--- config.mk ---
export PLATFORM = sky130hd
export DESIGN_NAME = div_issue_ctrl
export DESIGN_NICKNAME = d
export VERILOG_FILES = /design/src/rtl/div_issue_ctrl_pkg.sv /design/src/rtl/div_sign_fix.sv /design/src/rtl/div_issue_ctrl.sv
export SDC_FILE = /design/constraint.sdc
export NUM_CORES = 1
export LEC_CHECK = 0
export ABC_AREA = 1
export BUFFER_PORTS_ARGS = -buffer_cell sky130_fd_sc_hd__buf_2
export CORE_UTILIZATION = 54
export DETAILED_ROUTE_END_ITERATION = 8
export PLACE_DENSITY = 0.81
export SLEW_MARGIN = 20
export SYNTH_ARGS = -nofsm -noshare
export SYNTH_HDL_FRONTEND = slang
export SYNTH_SLANG_ARGS = --single-unit
--- constraint.sdc ---
create_clock -name clk -period 1.78 [get_ports clk]
set_input_delay 0.178 -clock clk [delete_from_list [all_inputs] [get_ports clk]]
set_output_delay 0.178 -clock clk [all_outputs]
set_load 0.02 [all_outputs]
--- src/rtl/div_issue_ctrl_pkg.sv ---
// rtl/div_issue_ctrl_pkg.sv - shared M-extension divide definitions
package div_issue_ctrl_pkg;

  localparam int MEXT_XLEN = 32;
  localparam int MEXT_RLEN = 5;

  // funct3 encodings of the divide class (funct3[2] set)
  localparam logic [2:0] F3_DIV  = 3'b100;
  localparam logic [2:0] F3_DIVU = 3'b101;
  localparam logic [2:0] F3_REM  = 3'b110;
  localparam logic [2:0] F3_REMU = 3'b111;

  // Most negative value; also used by the multiplier stage for overflow cases
  localparam logic [MEXT_XLEN-1:0] MEXT_OVF_MIN = 32'h8000_0000;

  typedef enum logic [2:0] {
    ST_IDLE,
    ST_FAST,
    ST_LAUNCH,
    ST_WAIT,
    ST_FIX,
    ST_DRAIN,
    ST_WB
  } div_state_e;

endpackage

--- src/rtl/div_sign_fix.sv ---
// rtl/div_sign_fix.sv - operand magnitudes in, conditional negate out
module div_sign_fix #(
  parameter int XLEN = 32
) (
  input  logic            signed_op,
  input  logic [XLEN-1:0] rs1,
  input  logic [XLEN-1:0] rs2,
  input  logic [XLEN-1:0] fix_val,
  input  logic            fix_neg,
  output logic [XLEN-1:0] mag1,
  output logic [XLEN-1:0] mag2,
  output logic [XLEN-1:0] fix_out
);

  // Two's complement magnitude; the most negative value maps onto itself,
  // which is the correct unsigned magnitude for the divider
  always_comb begin
    mag1    = (signed_op && rs1[XLEN-1]) ? (~rs1 + 1'b1) : rs1;
    mag2    = (signed_op && rs2[XLEN-1]) ? (~rs2 + 1'b1) : rs2;
    fix_out = fix_neg ? (~fix_val + 1'b1) : fix_val;
  end

endmodule

--- src/rtl/div_issue_ctrl.sv ---
// rtl/div_issue_ctrl.sv - divide issue stage: decode, fast filter, divider handshake, write-back
module div_issue_ctrl
  import div_issue_ctrl_pkg::*;
#(
  parameter int XLEN = MEXT_XLEN,
  parameter int RLEN = MEXT_RLEN
) (
  input  logic            clk,
  input  logic            reset,
  input  logic            valid_in,
  input  logic [2:0]      funct3,
  input  logic [XLEN-1:0] rs1_val,
  input  logic [XLEN-1:0] rs2_val,
  input  logic [RLEN-1:0] rd_in,
  input  logic            flush,
  output logic            stall,
  output logic            div_reset,
  output logic            div_start,
  output logic [XLEN-1:0] div_dividend,
  output logic [XLEN-1:0] div_divisor,
  input  logic [XLEN-1:0] div_result,
  input  logic [XLEN-1:0] div_reminder,
  input  logic            div_done,
  input  logic            div_err,
  output logic            wb_valid,
  output logic [RLEN-1:0] wb_rd,
  output logic [XLEN-1:0] wb_data,
  output logic            fault
);

  localparam logic [XLEN-1:0] OVF_MIN = XLEN'(MEXT_OVF_MIN);

  div_state_e      state, state_n;
  logic [XLEN-1:0] dividend_q, divisor_q, raw_q, result_q;
  logic [RLEN-1:0] rd_q;
  logic            is_rem_q, neg_res_q, err_q, fault_q;

  logic            signed_op, is_rem, div_zero, ovf, accept, use_fast, in_divider;
  logic [XLEN-1:0] mag1, mag2, fix_out, fast_val;

  div_sign_fix #(.XLEN(XLEN)) u_sign_fix (
    .signed_op (signed_op),
    .rs1       (rs1_val),
    .rs2       (rs2_val),
    .fix_val   (raw_q),
    .fix_neg   (neg_res_q),
    .mag1      (mag1),
    .mag2      (mag2),
    .fix_out   (fix_out)
  );

  // Decode and the zero-divisor / signed-overflow filter evaluated at accept
  always_comb begin
    signed_op = ~funct3[0];
    is_rem    = funct3[1];
    div_zero  = (rs2_val == '0);
    ovf       = signed_op && (rs1_val == OVF_MIN) && (rs2_val == '1);
    use_fast  = div_zero || ovf;
    accept    = (state == ST_IDLE) && valid_in && funct3[2] && !flush;
    if (div_zero) fast_val = is_rem ? rs1_val : '1;
    else          fast_val = is_rem ? '0 : OVF_MIN;
  end

  // Next-state logic; flush from any active state returns to idle
  always_comb begin
    state_n = state;
    case (state)
      ST_IDLE:   if (accept) state_n = use_fast ? ST_FAST : ST_LAUNCH;
      ST_FAST:   state_n = ST_WB;
      ST_LAUNCH: state_n = ST_WAIT;
      ST_WAIT:   if (div_done) state_n = ST_FIX;
      ST_FIX:    state_n = ST_DRAIN;
      ST_DRAIN:  if (!div_done) state_n = ST_WB;
      ST_WB:     state_n = ST_IDLE;
      default:   state_n = ST_IDLE;
    endcase
    if (flush && state != ST_IDLE) state_n = ST_IDLE;
  end

  // State register
  always_ff @(posedge clk) begin
    if (reset) state <= ST_IDLE;
    else       state <= state_n;
  end

  // Operand capture at accept, result capture from the divider, sign fix-up
  always_ff @(posedge clk) begin
    if (reset) begin
      dividend_q <= '0;
      divisor_q  <= '0;
      raw_q      <= '0;
      result_q   <= '0;
      rd_q       <= '0;
      is_rem_q   <= 1'b0;
      neg_res_q  <= 1'b0;
      err_q      <= 1'b0;
      fault_q    <= 1'b0;
    end else begin
      if (accept) begin
        rd_q     <= rd_in;
        is_rem_q <= is_rem;
        err_q    <= 1'b0;
        if (use_fast) begin
          result_q <= fast_val;
        end else begin
          dividend_q <= mag1;
          divisor_q  <= mag2;
          neg_res_q  <= is_rem ? (signed_op && rs1_val[XLEN-1])
                               : (signed_op && (rs1_val[XLEN-1] ^ rs2_val[XLEN-1]));
        end
      end
      if (state == ST_WAIT && !flush) begin
        if (div_err) begin
          err_q   <= 1'b1;
          fault_q <= 1'b1;
        end
        if (div_done) raw_q <= is_rem_q ? div_reminder : div_result;
      end
      if (state == ST_FIX) result_q <= err_q ? '1 : fix_out;
    end
  end

  // Handshake and pipeline-control outputs; everything but div_reset is quiet in reset
  always_comb begin
    in_divider   = (state == ST_LAUNCH) || (state == ST_WAIT) ||
                   (state == ST_FIX)    || (state == ST_DRAIN);
    stall        = !reset && (((state != ST_IDLE) && (state != ST_WB)) ||
                              ((state == ST_IDLE) && valid_in && funct3[2]));
    div_reset    = reset || (flush && in_divider);
    div_start    = !reset && ((state == ST_LAUNCH) || (state == ST_WAIT));
    div_dividend = reset ? '0 : dividend_q;
    div_divisor  = reset ? '0 : divisor_q;
    wb_valid     = !reset && (state == ST_WB) && !flush;
    wb_rd        = reset ? '0 : rd_q;
    wb_data      = reset ? '0 : result_q;
    fault        = !reset && fault_q;
  end

endmodule

==> impl_metrics.ini, run 1 <==
[finish]
drive_gt1_frac = 0.258
finalNonFillerCells = 2252
multi_input_area_um2 = 5710
layout.nets = 2156
seq_area_um2 = 2810
final_core_util = 0.751
final_cell_mix = 389 x nand2_1, 290 x nor2_1, 246 x buf_2, 227 x inv_1, 148 x buf_4
final_area_um2 = 13000
final_common_cell = nand2_1
fillers = 1448
syn_to_final_growth_pct = 35.3

[detailed_routing]
dr.first_iter.drc_count = 1370
totalWireLength_mm = 34.3
drt_first_pass_iters = 7
ant_nets = 0
num_vias = 11975
drc = 0
avgRoutedWirePerCell_um = 15.2
vias_per_cell = 5.32

[synth]
ys_warn_count = 0
synth_cells = 1655
syn_nets = 1801
syn_area_um2 = 9640
synth_area_per_cell_um2 = 5.82
synth_edf_count = 0
yosysTopAreaCell = dfxtp_1
ys_seq_area_frac = 0.291
synth.area.top_cells = dfxtp_1 29%, nand2_1 15%, nor2_1 12%
synth_seq_cells = 140
yosysUniqueCellTypes = 36
ys.flop_type = dfxtp_1
synthArstFlopShare = 0
synth_top_cell_area_share = 0.291

[worst_hold_path]
hold_class = input pin to register
min_path_cells = 3

[floorplanning]
die_y_um = 136
die_area_um2 = 18400
die_w_um = 136
start_util = 0.555
row_count = 48
io_pins = 248
core_area_um2 = 17400

[clock_network]
cts_hold_buf = 0
insertion_delay_ns = 0.44
clock_sinks = 140
cts_buffers = 17
cts.path.max_buffers = 2
cts_tree = built
htreeDepth = 4
cts_root_buf = clkbuf_16
path_clk_slew_ns = 0.06

[worst_setup_path]
setup.worst_path.end = result_q[10]
path_class = register to register
start_kind = register
end_kind = register
r2r_end = result_q[10]
r2r-start = raw_q[1]
startpoint = raw_q[1]
reg2reg_slack_ns = 0.06
cp.required_ns = 2.12
reg2reg_depth = 12
cp_max_fo = 4
cp.arrival_ns = 2.06

[sta]
tightestPinTransition_ns = 0.545
maxSlewHeadroom = 0.633
period_share = 0.965
fin_ws_ns = 0.0615
max_freq_mhz = 582
fin_skew_ns = 0.00439
hold_viol = 0
finalSetupViolCount = 0
whs_ns = 0.0270
drv_slew = 0
rsz0062_at_grt = yes
period_needed_ns = 1.72

[global_route]
grt_pass1_vias = 10333
track_usage = 0.368
grt_pass1_wl_mm = 52.8
grt_max_degree = 65
grt-ovfl-total = 0
grt_antenna_before_repair = 5

[power]
power.density_nw_per_um2 = 678
sw_frac_of_total = 0.294
vdd_ir_drop_max_mv = 0.718
pwr-share-seq = 0.376
p_comb_frac = 0.197
p_int_uw = 6240
p_switching_uw = 2600
clkPwrFrac = 0.427
p_leak_uw = 0.00711

[placed_design]
io_buffers = 247
placed_area_um2 = 12200
pre_cts_ws_ns = -0.210
dp_hpwl_mm = 26.1
place_inst = 2213
place.gp.congestion = 1.05

[outcome]
status = finished clean

[run]
drv_cap = 0
cell families after synthesis:
group                      share of synthesized area
AOI/OAI and AO/OA                              0.144
xor gates and xnor gates                      0.0427
adders and majority gates                    0.00519
buffers and inverters                          0.133
DFF                                            0.291
and+or+nand+nor                                0.384
worst max-delay path: stages, from the launching register on:
cell	delay, ns
dfxtp_2	0.32
inv_2	0.08
ha_4	0.15
nand3_4	0.11
nor2_4	0.19
buf_4	0.14
nor2_2	0.04
o21ai_0	0.16
nand3_1	0.10
o21ai_0	0.14
nor2_1	0.09
nand2_1	0.06
nand2_1	0.04
state kept, by name, summed over array words and instances (netlist names), 3 cells and up:
signal      flops
state           3
rd_q            5
divisor_q      32
result_q       32
raw_q          32
dividend_q     32
metal layers:
layer | vias to the layer above | wire, um | global-route usage
met4 | 0 | 865 | 0.115
met3 | 71 | 3700 | 0.0696
li1 | 5918 | - | -
met5 | - | 0 | 0
met1 | 5294 | 15100 | 0.536
met2 | 692 | 14600 | 0.539
synth_stat cells (6+ instances only):
cell type and count:
a21oi_1 103, a22oi_1 24, buf_1 15, buf_2 11, buf_6 7, clkbuf_1 37, dfxtp_1 140, inv_1 232
inv_2 15, nand2_1 397, nand3_1 114, nand3b_1 6, nand4_1 30, nor2_1 302, nor2_2 10, nor3_1 9
o211ai_1 6, o21a_1 8, o21ai_0 100, o21ai_1 8, xnor2_1 7, xor2_1 40
timing repair:
action | 4_1_cts | 5_1_grt
pin swaps | 1 | 5
cloned | 0 | 2
buffers inserted | 0 | 1
setup endpoints to repair | 48 | 90
endpoints found under the hold margin | 0 | 0
resized for setup | 9 | 56
stage by stage:
stage	TNS (ns)	power (uW)
floorplan	0	4300
global placement	-10.63	5000
detailed placement	-13.33	5030
CTS	0	8760
global route	-0.265	9170
finish	0	8840
layout make-up:
cell class              count  share of cell area
clock inverters            12              0.0124
diodes                      5            0.000960
multi-input cells        1193               0.438
well taps                 225              0.0216
repair buffers            409               0.204
flip-flops and latches    140               0.216
inverters                 249              0.0732
clock buffers              19              0.0348
how the worst min path moves through the flow:
stage | endpoint | slack [ns] | start
3_3_place_gp | rd_q[3] | 0.44 | rd_q[3]
4_1_cts | raw_q[26] | 0.02 | div_reminder[26]
3_5_place_dp | rd_q[3] | 0.45 | rd_q[3]
2_1_floorplan | dividend_q[31] | 0.31 | rs1_val[31]
5_1_grt | raw_q[26] | 0.02 | div_reminder[26]
6_report | raw_q[25] | 0.03 | div_reminder[25]
power by group through the flow:
stage               combinational (uW)  sequential, uW  clock, uW
finish                            1740            3320       3780
global route                      1900            3330       3930
CTS                               1660            3320       3780
detailed placement                1640            3390          0
global placement                  1620            3380          0
floorplan                          927            3370          0
Note: power is estimated with default switching activity, not from simulation.
==> inputs of run 2 (changes only) <==
==> constraint.sdc (replaced) <==
create_clock -name clk -period 1.78 [get_ports clk]
set_input_delay 0.089 -clock clk [delete_from_list [all_inputs] [get_ports clk]]
set_output_delay 0.089 -clock clk [all_outputs]
set_load 0.02 [all_outputs]
==> impl_metrics.ini, run 2 (synthesized netlist as in run 1, its figures left out) <==
[detailed_routing]
ant_nets = 0
avgRoutedWirePerCell_um = 15.7
drt_first_pass_iters = 5
dr.first_iter.drc_count = 1273
totalWireLength_mm = 35.6
num_vias = 12114
drc = 0
vias_per_cell = 5.35

[placed_design]
dp_hpwl_mm = 26.8
place.gp.congestion = 1.04
io_buffers = 247
pre_cts_ws_ns = -0.143

[floorplanning]
core_area_um2 = 17400
die_w_um = 136
die_area_um2 = 18400
start_util = 0.555
die_y_um = 136
io_pins = 248
row_count = 48

[clock_network]
cts_root_buf = clkbuf_16
htreeDepth = 4
cts_buffers = 17
path_clk_slew_ns = 0.06
insertion_delay_ns = 0.44
cts.path.max_buffers = 2
clock_sinks = 140
cts_tree = built

[finish]
fillers = 1411
final_core_util = 0.757
final_common_cell = nand2_1
drive_gt1_frac = 0.240
syn_to_final_growth_pct = 36.3
layout.nets = 2165
multi_input_area_um2 = 5690
final_cell_mix = 391 x nand2_1, 290 x nor2_1, 247 x buf_2, 227 x inv_1, 137 x dfxtp_1
seq_area_um2 = 2810

[global_route]
grt-ovfl-total = 0
grt_pass1_vias = 10797
track_usage = 0.385
grt_pass1_wl_mm = 54.7
grt_antenna_before_repair = 7
grt_max_degree = 65

[worst_setup_path]
cp_max_fo = 5
path_class = register to register
start_kind = register
cp.arrival_ns = 2.09
end_kind = register
cp.required_ns = 2.17

[sta]
finalSetupViolCount = 0
period_share = 0.960
drv_slew = 0
fin_ws_ns = 0.0704
fin_skew_ns = 0.0104
max_freq_mhz = 585
maxSlewHeadroom = 0.688
whs_ns = 0.0215
rsz0062_at_grt = yes
tightestPinTransition_ns = 0.464
hold_viol = 0
period_needed_ns = 1.71

[outcome]
status = finished clean

[run]
drv_cap = 0

[power]
power.density_nw_per_um2 = 666
vdd_ir_drop_max_mv = 0.777
p_leak_uw = 0.00710

[worst_hold_path]
hold_class = input pin to register
run 2: changes by cell type in the layout (fill, tap and decap cells not counted), moves of 5 or more:
| cell | before | now |
|---|---|---|
| dlygate4sd3_1 | 0 | 40 |
| dfxtp_1 | 132 | 137 |
| dfxtp_2 | 8 | 3 |
| buf_4 | 148 | 115 |
run 2: final timing paths:
path                     from        endpoint  slack [ns]  cells after the start
setup reg to reg     raw_q[5]    result_q[29]        0.07                     12
setup / recovery     raw_q[5]    result_q[29]        0.07                     12
hold reg to reg       rd_q[2]         rd_q[2]        0.46                      2
hold / removal    rs1_val[31]  dividend_q[31]        0.02                      3
run 2: timing repair:
item / in CTS / in global routing
endpoints found under the hold margin: 41 / 0
gates resized for setup: 8 / 54
hold buffers: 40 / 0
setup endpoints to repair: 35 / 80
pin swaps: 0 / 7
buffers inserted: 0 / 2
gates cloned: 0 / 1
run 2: worst max-delay path: stages (launching register included):
cell     delay, ns
dfxtp_1       0.35
nor2_1        0.18
buf_4         0.14
nand2_1       0.06
nor2_1        0.18
nand2_1       0.09
nand2_1       0.12
nand3_1       0.10
nand2_1       0.08
o21ai_1       0.08
nor2_1        0.15
nand2_1       0.09
nand2_1       0.06
run 2: area by class of cell:
| type | instances | area share |
|---|---|---|
| multi-input cells | 1193 | 0.434 |
| inverters | 249 | 0.0721 |
| well taps | 225 | 0.0214 |
| repair buffers | 418 | 0.213 |
| clock buffers | 18 | 0.0327 |
| diodes | 7 | 0.00133 |
| flip-flops and latches | 140 | 0.214 |
| clock inverters | 14 | 0.0120 |
run 2: metal layers:
layer  track usage  wire length (um)  vias to the layer above
met5             0                 0                        -
met4         0.125               725                        0
met3        0.0741              3620                       60
met2         0.584             15400                      671
met1         0.543             15800                     5445
li1              -                 -                     5938
run 2: report_power, final:
group	internal, uW	switching, uW
clock	2090	1560
combinational	707	1080
sequential	3270	44.6
run 2: through the flow:
stage / instances / setup TNS (ns) / total power (uW) / cell area, um^2
3_5_place_dp: 2182 / -6.07 / 4990 / 11900
2_1_floorplan: 1655 / 0 / 4300 / 9640
4_1_cts: 2254 / 0 / 8660 / 12900
3_3_place_gp: 2182 / -1.17 / 4960 / 11900
5_1_grt: 2263 / -0.141 / 9050 / 13100
6_report: 2264 / 0 / 8750 / 13100
